--- src/rtl/wb_gpio_bank_pkg.sv ---
// Shared constants and helpers for the Wishbone GPIO bank.
// Register indices are the word offsets decoded from wb_adr_i[4:2].
package wb_gpio_bank_pkg;

  localparam int GPIO_ADDR_BITS = 5;

  localparam logic [2:0] REG_IN      = 3'd0;
  localparam logic [2:0] REG_OUT     = 3'd1;
  localparam logic [2:0] REG_DIR     = 3'd2;
  localparam logic [2:0] REG_SET     = 3'd3;
  localparam logic [2:0] REG_CLR     = 3'd4;
  localparam logic [2:0] REG_RISE_EN = 3'd5;
  localparam logic [2:0] REG_FALL_EN = 3'd6;
  localparam logic [2:0] REG_STATUS  = 3'd7;

  localparam logic [0:0] ST_IDLE = 1'b0;
  localparam logic [0:0] ST_ACK  = 1'b1;

  function automatic logic [31:0] sel_mask(input logic [3:0] sel);
    return {{8{sel[3]}}, {8{sel[2]}}, {8{sel[1]}}, {8{sel[0]}}};
  endfunction

endpackage

--- src/rtl/wb_gpio_bank_sync.sv ---
// Multi-bit flop-chain synchroniser for asynchronous pad inputs.
// Each bit is synchronised independently; no bus coherency implied.
module gpio_sync #(
  parameter int WIDTH  = 32,
  parameter int STAGES = 2
) (
  input  logic             clock,
  input  logic             reset,
  input  logic [WIDTH-1:0] din,
  output logic [WIDTH-1:0] dout
);

  logic [STAGES-1:0][WIDTH-1:0] sync_q;
  logic [STAGES-1:0][WIDTH-1:0] sync_d;

  always_comb begin
    sync_d = {sync_q[STAGES-2:0], din};
  end

  always_ff @(posedge clock or posedge reset) begin
    if (reset) sync_q <= '0;
    else       sync_q <= sync_d;
  end

  assign dout = sync_q[STAGES-1];

endmodule

--- src/rtl/wb_gpio_bank.sv ---
// Wishbone-classic GPIO bank: OUT/DIR registers, set/clear aliases,
// synchronised inputs and W1C edge-interrupt status with a level irq.
module wb_gpio_bank
  import wb_gpio_bank_pkg::*;
#(
  parameter int                    GPIO_WIDTH  = 32,
  parameter int                    SYNC_STAGES = 2,
  parameter logic [GPIO_WIDTH-1:0] DIR_RESET   = '0,
  parameter logic [GPIO_WIDTH-1:0] OUT_RESET   = '0
) (
  input  logic                  clock,
  input  logic                  reset,
  input  logic [4:0]            wb_adr_i,
  input  logic [31:0]           wb_dat_i,
  input  logic [3:0]            wb_sel_i,
  input  logic                  wb_we_i,
  input  logic                  wb_cyc_i,
  input  logic                  wb_stb_i,
  output logic [31:0]           wb_dat_o,
  output logic                  wb_ack_o,
  input  logic [GPIO_WIDTH-1:0] gpio_i,
  output logic [GPIO_WIDTH-1:0] gpio_o,
  output logic [GPIO_WIDTH-1:0] gpio_oe,
  output logic                  irq
);

  localparam int W = GPIO_WIDTH;

  logic [0:0]   state_q, state_d;
  logic [31:0]  dat_q, dat_d;
  logic [W-1:0] in_w;
  logic [W-1:0] prev_q, prev_d;
  logic [W-1:0] out_q, out_d;
  logic [W-1:0] dir_q, dir_d;
  logic [W-1:0] rise_en_q, rise_en_d;
  logic [W-1:0] fall_en_q, fall_en_d;
  logic [W-1:0] status_q, status_d;

  logic         req;
  logic         wr;
  logic [2:0]   idx;
  logic [W-1:0] wd;
  logic [W-1:0] wm;
  logic [W-1:0] evt;
  logic [31:0]  rd;
  logic         unused_adr;

  gpio_sync #(
    .WIDTH  (W),
    .STAGES (SYNC_STAGES)
  ) u_sync (
    .clock (clock),
    .reset (reset),
    .din   (gpio_i),
    .dout  (in_w)
  );

  assign req        = wb_cyc_i & wb_stb_i & (state_q == ST_IDLE);
  assign wr         = req & wb_we_i;
  assign idx        = wb_adr_i[4:2];
  assign wd         = W'(wb_dat_i);
  assign wm         = W'(sel_mask(wb_sel_i));
  assign unused_adr = ^wb_adr_i[1:0];

  // Edges come from the synchronised copy only, never from the pads.
  assign evt = (in_w & ~prev_q & rise_en_q)
             | (~in_w & prev_q & fall_en_q);

  always_comb begin
    state_d   = req ? ST_ACK : ST_IDLE;
    prev_d    = in_w;
    out_d     = out_q;
    dir_d     = dir_q;
    rise_en_d = rise_en_q;
    fall_en_d = fall_en_q;
    status_d  = status_q;
    if (wr) begin
      case (idx)
        REG_OUT:     out_d     = (out_q & ~wm) | (wd & wm);
        REG_DIR:     dir_d     = (dir_q & ~wm) | (wd & wm);
        REG_SET:     out_d     = out_q | (wd & wm);
        REG_CLR:     out_d     = out_q & ~(wd & wm);
        REG_RISE_EN: rise_en_d = (rise_en_q & ~wm) | (wd & wm);
        REG_FALL_EN: fall_en_d = (fall_en_q & ~wm) | (wd & wm);
        REG_STATUS:  status_d  = status_q & ~(wd & wm);
        default:     ;
      endcase
    end
    // A new event beats a same-cycle clear.
    status_d = status_d | evt;
  end

  always_comb begin
    rd = '0;
    case (idx)
      REG_IN:      rd = 32'(in_w);
      REG_OUT:     rd = 32'(out_q);
      REG_DIR:     rd = 32'(dir_q);
      REG_RISE_EN: rd = 32'(rise_en_q);
      REG_FALL_EN: rd = 32'(fall_en_q);
      REG_STATUS:  rd = 32'(status_q);
      default:     rd = '0;
    endcase
    dat_d = req ? rd : '0;
  end

  always_ff @(posedge clock or posedge reset) begin
    if (reset) begin
      state_q   <= ST_IDLE;
      dat_q     <= '0;
      prev_q    <= '0;
      out_q     <= OUT_RESET;
      dir_q     <= DIR_RESET;
      rise_en_q <= '0;
      fall_en_q <= '0;
      status_q  <= '0;
    end else begin
      state_q   <= state_d;
      dat_q     <= dat_d;
      prev_q    <= prev_d;
      out_q     <= out_d;
      dir_q     <= dir_d;
      rise_en_q <= rise_en_d;
      fall_en_q <= fall_en_d;
      status_q  <= status_d;
    end
  end

  assign wb_ack_o = (state_q == ST_ACK);
  assign wb_dat_o = dat_q;
  assign gpio_o   = out_q;
  assign gpio_oe  = dir_q;
  assign irq      = |status_q;

endmodule
--- config.mk ---
export PLATFORM = sky130hd
export DESIGN_NAME = wb_gpio_bank
export DESIGN_NICKNAME = d
export VERILOG_FILES = /design/src/rtl/wb_gpio_bank_pkg.sv /design/src/rtl/wb_gpio_bank_sync.sv /design/src/rtl/wb_gpio_bank.sv
export SDC_FILE = /design/constraint.sdc
export NUM_CORES = 1
export LEC_CHECK = 0
export CELL_PAD_IN_SITES_DETAIL_PLACEMENT = 1
export CELL_PAD_IN_SITES_GLOBAL_PLACEMENT = 1
export CORE_MARGIN = 2
export CORE_UTILIZATION = 40
export DETAILED_ROUTE_END_ITERATION = 10
export PLACE_DENSITY = 0.87
export SETUP_SLACK_MARGIN = 0.1
export SLEW_MARGIN = 10
export SYNTH_ARGS = -nofsm -noshare
export SYNTH_HDL_FRONTEND = slang
export SYNTH_SLANG_ARGS = --single-unit
--- constraint.sdc ---
create_clock -name clock -period 10.4 [get_ports clock]
set_clock_uncertainty 0.1 [all_clocks]
set_input_delay 2.08 -clock clock [delete_from_list [all_inputs] [get_ports clock]]
set_output_delay 2.08 -clock clock [all_outputs]
set_load 0.05 [all_outputs]
==> results.py, run 1 <==
metrics = {
    "outcome": {
        "status": "finished clean",
    },
    "hold_path": {
        "whs_path_depth": 0,
        "hold_start": "u_sync.sync_d[50]",
        "worstHoldEndpoint": "u_sync.dout[18]",
        "min_path_type": "reg -> reg",
    },
    "synth": {
        "synthSimpleGateAreaFrac": 0.128,
        "synth_edf_count": 0,
        "synthesis.instances": 932,
        "synth_warnings": 0,
        "post-synth-top-area-cell": "dfrtp_1",
        "avgSynthCellArea_sq_um": 13.1,
        "synth-seq-cells": 289,
        "ys_seq_area_frac": 0.591,
        "ys_async_sr_fraction": 1.00,
        "synthTopCellsByCount": "dfrtp_1 (289), mux2_1 (100), a22oi_1 (53), a21o_1 (46)",
        "synth_mux_area_frac": 0.106,
        "netlist_area_sq_um": 12200,
        "synth_xor_xnor_area_share": 0,
        "yosysUniqueCellTypes": 52,
        "synth_area_leaders": "dfrtp_1 (59%), mux2_1 (9.2%), a22oi_1 (3.3%), a21o_1 (2.8%), a221o_1 (2.0%)",
        "synth_top_family_by_area": "compound AO/OA/AOI/OAI gates",
        "synth_fp_nets": 1010,
        "synth_top_area_share": 0.591,
        "synthAdderAreaFrac": 0,
        "ys.flop_type": "dfrtp_1",
        "yosysMostFrequentCell": "dfrtp_1",
        "synth_compound_area_frac": 0.144,
    },
    "clock_tree": {
        "clock-sinks": 289,
        "cts_tree": "built",
        "clk_pin_slew_ns": 0.06,
        "cts.path.max_buffers": 3,
        "cts_hold_buffers": 0,
        "cts_resized": 0,
        "htree_levels": 1,
        "cts_setup_buffers": 0,
        "clk_latency_ns": 0.55,
        "cts_made_buffers": 31,
        "cts_root_buf": "clkbuf_16",
    },
    "cells_and_area": {
        "syn_to_final_growth_pct": 24.6,
        "drive_above_1_share": 0.108,
        "antenna-diode-count": 0,
        "layout.nets": 1175,
    },
    "placed_design": {
        "place_congestion": 0.816,
        "io_buffers": 173,
        "dp_hpwl_um": 24200,
    },
    "setup_path": {
        "cp-end-kind": "output pin",
        "start_kind": "flop",
        "worstPathCellList": "nor4_1 > nand4_1 > or2_2 > clkdlybuf4s50_1",
        "worstSetupPathType": "reg -> out",
        "worstPathRequired_ns": 8.22,
        "critical-path-max-stage-delay_ns": 0.72,
        "cp_data_arrival_time_ns": 2.81,
        "rrSetupSlack_ns": 7.39,
        "r2r_start": "wb_ack_o",
        "path_buf_inv": 1,
        "crit_slowest_cell": "clkdlybuf4s50_1",
        "reg2regPathDepth": 4,
        "crit_family": "simple AND/OR/NAND/NOR gates",
        "timing.rr.end": "gpio_o[29]",
        "cp_max_fo": 3,
    },
    "timing": {
        "setup_viol": 0,
        "min_period_ns": 4.99,
        "rsz0062_at_grt": "false",
        "fmax_mhz": 200,
        "post-route-period-util": 0.480,
        "slew_headroom": 0.254,
        "worst_pin_slew_ns": 1.11,
        "slew_violations": 0,
        "hold_viol": 0,
        "fin_tns_setup_ns": 0,
    },
    "grt": {
        "grt_max_degree": 194,
        "grt_pass1_wl_um": 58700,
        "grt_pass1_vias": 9918,
        "grt_overflow": 0,
        "grt_use_total": 0.240,
        "grt_antenna_before_repair": 1,
    },
    "pwr": {
        "p_total_mw": 3.11,
        "peakVddDrop_v": 0.000108,
        "power_leakage_nw": 6.40,
        "power_density_nw_per_um2": 204,
    },
    "flow_run": {
        "max_cap_viol_count": 0,
    },
    "drt": {
        "via_count": 9064,
        "drc_errors": 0,
        "via_per_inst": 5.99,
        "wl_um": 37900,
        "antenna_left": 0,
        "wl_per_cell_um": 25.1,
        "drt_iter0_markers": 529,
        "first_pass_iters": 5,
    },
    "floorplan": {
        "boundaryPins": 176,
        "coreArea_sq_um": 30300,
        "die_w_um": 179,
        "rows": 64,
        "start_util": 0.403,
        "die_h_um": 179,
        "dieArea_sq_um": 32000,
    },
}
power breakdown:
group / internal (mW) / total [mW] / switching, mW
registers: 1.27 / 1.42 / 0.149
clock network: 0.633 / 1.08 / 0.446
logic: 0.242 / 0.609 / 0.368
cells in the final DEF (no fill, tap or decap), types with 31 or more instances in the layout:
cell type and instances:
nand4_1 34, a21o_1 46, mux2_1 100, nand2_1 34, o21ai_0 32, nand3b_1 32, clkdlybuf4s50_1 170, clkbuf_16 31
dfrtp_1 289, a22oi_1 53
final cells by class:
cell class              count  area, sq um
fillers                  3043        15100
flip-flops and latches    289         7230
multi-input cells         571         4640
repair buffers            186         1830
clock buffers              44          885
well taps                 396          495
clock inverters             8         92.6
inverters                  18         75.1
per-layer routing:
| layer | global-route usage | share of wire | vias up |
|---|---|---|---|
| met4 | 0.0810 | 0.029 | 2 |
| li1 | - | - | 3859 |
| met5 | 0 | 0.00032 | - |
| met1 | 0.305 | 0.41 | 4794 |
| met2 | 0.417 | 0.51 | 335 |
| met3 | 0.0388 | 0.056 | 74 |
how the worst max path moves through the flow:
stage / startpoint / depth (start not counted) / slack (ns) / end
2_1_floorplan: reset / 1 / 0.24 / async pin
3_3_place_gp: wb_cyc_i / 5 / 5.44 / gpio_o[29]
3_5_place_dp: wb_stb_i / 5 / 5.34 / gpio_o[31]
4_1_cts: status_q[5] / 4 / 5.46 / irq
5_1_grt: status_q[5] / 4 / 5.28 / irq
6_report: status_q[5] / 4 / 5.41 / irq
kinds of logic after synthesis:
kind of cell	Yosys count
buf+inv	72
flops	289
compound gates	224
mux	117
simple gates	230
through the flow:
stage | std cells | instance area (sq um) | setup WS (ns) | util | hold WS [ns]
after floorplan | 932 | 12200 | 0.243 | - | 0.231
after global placement | 1460 | 14300 | 5.44 | 0.470 | 0.234
after detailed placement | 1460 | 14300 | 5.34 | 0.470 | 0.236
after CTS | 1512 | 15200 | 5.46 | 0.502 | 0.247
after global routing | 1512 | 15200 | 5.28 | 0.502 | 0.255
final | 1512 | 15200 | 5.41 | 0.502 | 0.244
Note: power is estimated with default switching activity, not from simulation.
==> inputs of run 2 (changes only) <==
Settings changed: CORE_UTILIZATION 40 to 44, PLACE_DENSITY 0.87 to 0.9.
Clock period 10.4 ns to 4.8 ns, I/O delays scaled along.
==> run 2 against run 1 <==
Compared with the run above:
- first-iteration DRC count grew 27%
- sequential power grew 120%
- utilization grew 5.6 points
- design area grew 0.86%
- total power grew 120%
- global-route usage grew 2.1 points
- die area shrank 8.9%
- routed wire length shrank 1.6%
- clock power grew 120%
- clock-buffer cell count shrank 2
- sequential share of layout area shrank 0.41 points
- critical endpoint unchanged
- largest cell class unchanged
==> results.py, run 2 (synthesized netlist as in run 1, its figures left out) <==
metrics = {
    "floorplan": {
        "boundaryPins": 176,
        "coreArea_sq_um": 27600,
        "rows": 61,
        "dieArea_sq_um": 29200,
        "die_w_um": 171,
        "die_h_um": 171,
        "start_util": 0.444,
    },
    "setup_path": {
        "cp_data_arrival_time_ns": 2.81,
        "start_kind": "flop",
        "crit_slowest_cell": "clkdlybuf4s50_1",
        "cp-end-kind": "output pin",
        "worstPathRequired_ns": 3.74,
        "worstPathCellList": "nor4_1 > nand4_1 > or2_2 > clkdlybuf4s50_1",
        "cp_max_fo": 3,
        "critical-path-max-stage-delay_ns": 0.71,
        "worstSetupPathType": "reg -> out",
    },
    "cells_and_area": {
        "drive_above_1_share": 0.122,
        "layout.nets": 1188,
        "fin_cells": 1511,
        "syn_to_final_growth_pct": 25.7,
        "design_area_sq_um": 15400,
        "antenna-diode-count": 0,
        "layout_common_cells": "dfrtp_1 (289), clkdlybuf4s50_1 (170), mux2_1 (100)",
        "nFillCells": 2728,
        "layout_commonest_cell": "dfrtp_1",
    },
    "drt": {
        "drt_iter0_markers": 674,
        "wl_per_cell_um": 24.7,
        "drc_errors": 0,
        "via_count": 8968,
        "via_per_inst": 5.94,
        "first_pass_iters": 4,
        "antenna_left": 0,
        "wl_um": 37300,
    },
    "grt": {
        "grt_overflow": 0,
        "grt_antenna_before_repair": 2,
        "grt_pass1_vias": 9906,
        "grt_max_degree": 91,
        "grt_pass1_wl_um": 58400,
        "grt_use_total": 0.261,
    },
    "clock_tree": {
        "cts_hold_buffers": 0,
        "cts_resized": 0,
        "clk_pin_slew_ns": 0.06,
        "clock-sinks": 289,
        "cts_root_buf": "clkbuf_16",
        "cts_setup_buffers": 0,
        "htree_levels": 1,
        "cts_made_buffers": 30,
        "cts.path.max_buffers": 3,
        "cts_tree": "built",
        "clk_latency_ns": 0.55,
    },
    "placed_design": {
        "place_congestion": 0.852,
        "dp_hpwl_um": 24500,
        "place_area_sq_um": 14400,
        "dpl_worst_slack_ns": 1.17,
        "dp_cells": 1456,
        "io_buffers": 173,
    },
    "timing": {
        "slew_headroom": 0.332,
        "slew_violations": 0,
        "fin_ws_ns": 0.932,
        "rsz0062_at_grt": "false",
        "min_period_ns": 3.87,
        "fmax_mhz": 259,
        "hold_viol": 0,
        "setup_viol": 0,
        "worst_pin_slew_ns": 0.997,
        "post-route-period-util": 0.806,
    },
    "pwr": {
        "power_leakage_nw": 6.48,
        "power_density_nw_per_um2": 440,
        "peakVddDrop_v": 0.000373,
    },
    "flow_run": {
        "max_cap_viol_count": 0,
    },
    "outcome": {
        "status": "finished clean",
    },
    "hold_path": {
        "min_path_type": "reg -> reg",
    },
}
## run 2: layout make-up
type / count / area [sq um] / area share
inverter: 18 / 71.3 / 0.00464
clock buffer: 42 / 857 / 0.0557
sequential: 289 / 7230 / 0.470
tap: 378 / 473 / 0.0308
clock inverter: 13 / 148 / 0.00960
timing repair buffer: 200 / 1960 / 0.127
multi-input combinational: 571 / 4640 / 0.302
## run 2: critical path, delay by kind of cell (launching register included)
| family | cells | cell delay [ns] |
|---|---|---|
| and+or+nand+nor | 3 | 1.14 |
| DFF | 1 | 0.40 |
| buffers and inverters | 1 | 0.71 |
## run 2: through the flow
stage / hold slack, ns / setup TNS (ns) / utilization / power [mW]
final: 0.250 / 0 / 0.558 / 6.77
after global routing: 0.254 / 0 / 0.558 / 7.02
after CTS: 0.251 / 0 / 0.558 / 6.80
after detailed placement: 0.236 / 0 / 0.522 / 4.42
after global placement: 0.233 / 0 / 0.522 / 4.35
after floorplan: 0.231 / -26.93 / - / 3.86
## run 2: worst paths after layout
check / slack (ns) / cells past startpoint / to / startpoint
setup reg to reg: 2.33 / 4 / flop / wb_ack_o
setup / recovery: 0.93 / 4 / irq / status_q[13]
min in group asynchronous: 0.81 / 2 / async pin / reset
max in group asynchronous: 2.86 / 3 / wb_dat_o[20] / reset
hold reg to reg: 0.25 / 0 / u_sync.dout[28] / u_sync.sync_d[60]
hold / removal: 0.25 / 0 / u_sync.dout[28] / u_sync.sync_d[60]
## run 2: metal layers
metal,track usage,up-vias,wire length (um)
li1,-,3886,-
met1,0.339,4738,15600
met2,0.454,273,18800
met3,0.0430,67,2020
met4,0.0684,4,833
met5,0,-,21
## run 2: power by group
part	switching, mW	total, mW	internal (mW)
Combinational	0.796	1.33	0.532
Sequential	0.318	3.07	2.75
Clock	0.968	2.37	1.40
==> inputs of run 3 (changes only) <==
Settings changed: CORE_UTILIZATION 44 to 40, PLACE_DENSITY 0.9 to 0.87.
Clock period 4.8 ns to 3.2 ns, I/O delays scaled along.
==> run 3 against run 2 <==
Compared with the run above:
- flip-flop and latch count is the same
- critical path type unchanged
- global-route usage shrank 2.3 points
- combinational power grew 52%
- die area grew 9.8%
- critical endpoint unchanged
- first-iteration DRC count shrank 20%
- cell count grew 2.8%
- hold slack lost 0.0030 ns
- sequential share of layout area shrank 0.69 points
- highest routed layer is now met4
==> results.py, run 3 (synthesized netlist as in run 1, its figures left out) <==
metrics = {
    "timing": {
        "setup_viol": 0,
        "hold_viol": 0,
        "min_period_ns": 3.10,
        "worst_pin_slew_ns": 0.709,
        "fin_ws_ns": 0.101,
        "fmax_mhz": 323,
        "rsz0062_at_grt": "false",
        "slew_headroom": 0.526,
        "post-route-period-util": 0.969,
        "hold_slack_ns": 0.247,
        "slew_violations": 0,
    },
    "floorplan": {
        "start_util": 0.403,
        "boundaryPins": 176,
        "die_h_um": 179,
        "coreArea_sq_um": 30300,
        "rows": 64,
        "die_w_um": 179,
        "dieArea_sq_um": 32000,
    },
    "setup_path": {
        "worstPathRequired_ns": 2.46,
        "start_kind": "flop",
        "endpoint": "irq",
        "r2r_start": "wb_ack_o",
        "cp-end-kind": "output pin",
        "cp_data_arrival_time_ns": 2.36,
        "startpoint": "status_q[13]",
        "cp_max_fo": 3,
        "reg2regPathDepth": 4,
        "worstSetupPathType": "reg -> out",
        "rrSetupSlack_ns": 0.91,
    },
    "cells_and_area": {
        "layout_commonest_cell": "dfrtp_1",
        "final_util": 0.514,
        "drive_above_1_share": 0.140,
        "syn_to_final_growth_pct": 27.5,
        "layout.nets": 1211,
        "layout_common_cells": "dfrtp_1 (289), clkdlybuf4s50_1 (169), mux2_1 (100)",
    },
    "drt": {
        "antenna_left": 0,
        "wl_per_cell_um": 23.9,
        "drc_errors": 0,
        "drt_iter0_markers": 542,
        "first_pass_iters": 5,
        "via_per_inst": 5.78,
        "wl_um": 37100,
        "via_count": 8979,
    },
    "clock_tree": {
        "cts.path.max_buffers": 3,
        "cts_setup_buffers": 0,
        "cts_root_buf": "clkbuf_16",
        "cts_resized": 0,
        "clk_pin_slew_ns": 0.06,
        "clk_latency_ns": 0.56,
        "htree_levels": 1,
        "clock-sinks": 289,
        "cts_made_buffers": 31,
        "cts_hold_buffers": 0,
        "cts_tree": "built",
    },
    "grt": {
        "grt.busiest_layer": "met2",
        "grt_use_met2": 0.403,
        "grtUsageMet3": 0.0331,
        "grt_pass1_wl_um": 58300,
        "grt_antenna_before_repair": 1,
        "met1_usage": 0.314,
        "grt_pass1_vias": 9969,
        "grt_use_total": 0.238,
        "grt_overflow": 0,
        "grt_max_degree": 44,
    },
    "placed_design": {
        "dpl_worst_slack_ns": 0.248,
        "place_congestion": 0.829,
        "dp_hpwl_um": 25100,
        "io_buffers": 173,
    },
    "pwr": {
        "power_density_nw_per_um2": 652,
        "power_leakage_nw": 6.62,
        "peakVddDrop_v": 0.000499,
        "p_total_mw": 10.2,
    },
    "flow_run": {
        "max_cap_viol_count": 0,
    },
    "hold_path": {
        "min_path_type": "reg -> reg",
    },
    "outcome": {
        "status": "finished clean",
    },
}
run 3: changes by cell type in the layout (fill, tap and decap cells not counted), sizes merged:
cell,previous run,this run
buf,30,53
clkbuf,42,41
clkdlybuf4s50,170,169
clkinv,7,12
clkinvlp,4,1
diode,0,2
run 3: layout make-up:
cell class,count,area (sq um)
Fill cell,3040,14700
Tap cell,396,495
Inverter,18,71.3
Multi-Input combinational cell,571,4640
Antenna cell,2,5.00
Clock buffer,41,843
Clock inverter,15,150
Sequential cell,289,7230
Timing Repair Buffer,222,2170
run 3: routing by layer:
metal  up-vias  wire (um)
met5         -          0
met4         0       1120
met3        95       1840
met2       302      18300
met1      4665      15800
li1       3917          -
run 3: worst min path at each step:
stage	startpoint	endpoint	slack (ns)	depth (start not counted)
2_1_floorplan	u_sync.sync_d[32]	u_sync.dout[0]	0.23	0
3_3_place_gp	u_sync.sync_d[34]	u_sync.dout[2]	0.23	0
3_5_place_dp	u_sync.sync_d[44]	u_sync.dout[12]	0.24	0
4_1_cts	u_sync.sync_d[55]	u_sync.dout[23]	0.25	0
5_1_grt	u_sync.sync_d[57]	u_sync.dout[25]	0.25	0
6_report	u_sync.sync_d[33]	u_sync.dout[1]	0.25	0
run 3: worst max-delay path: stages, from the launching register on:
cell     delay (ns)
dfrtp_1        0.41
nor4_1         0.55
nand4_1        0.28
or2_2          0.36
buf_4          0.20
run 3: stage by stage:
stage	std cells	TNS, ns	instance area [sq um]
finish	1554	0	15600
global route	1553	0	15600
CTS	1552	0	15600
detailed placement	1496	0	14600
global placement	1496	0	14600
floorplan	932	-396.85	12200
run 3: power by group:
part	switching, mW	internal (mW)	total, mW
combinational	1.20	0.820	2.02
sequential	0.474	4.13	4.60
clock	1.47	2.08	3.55
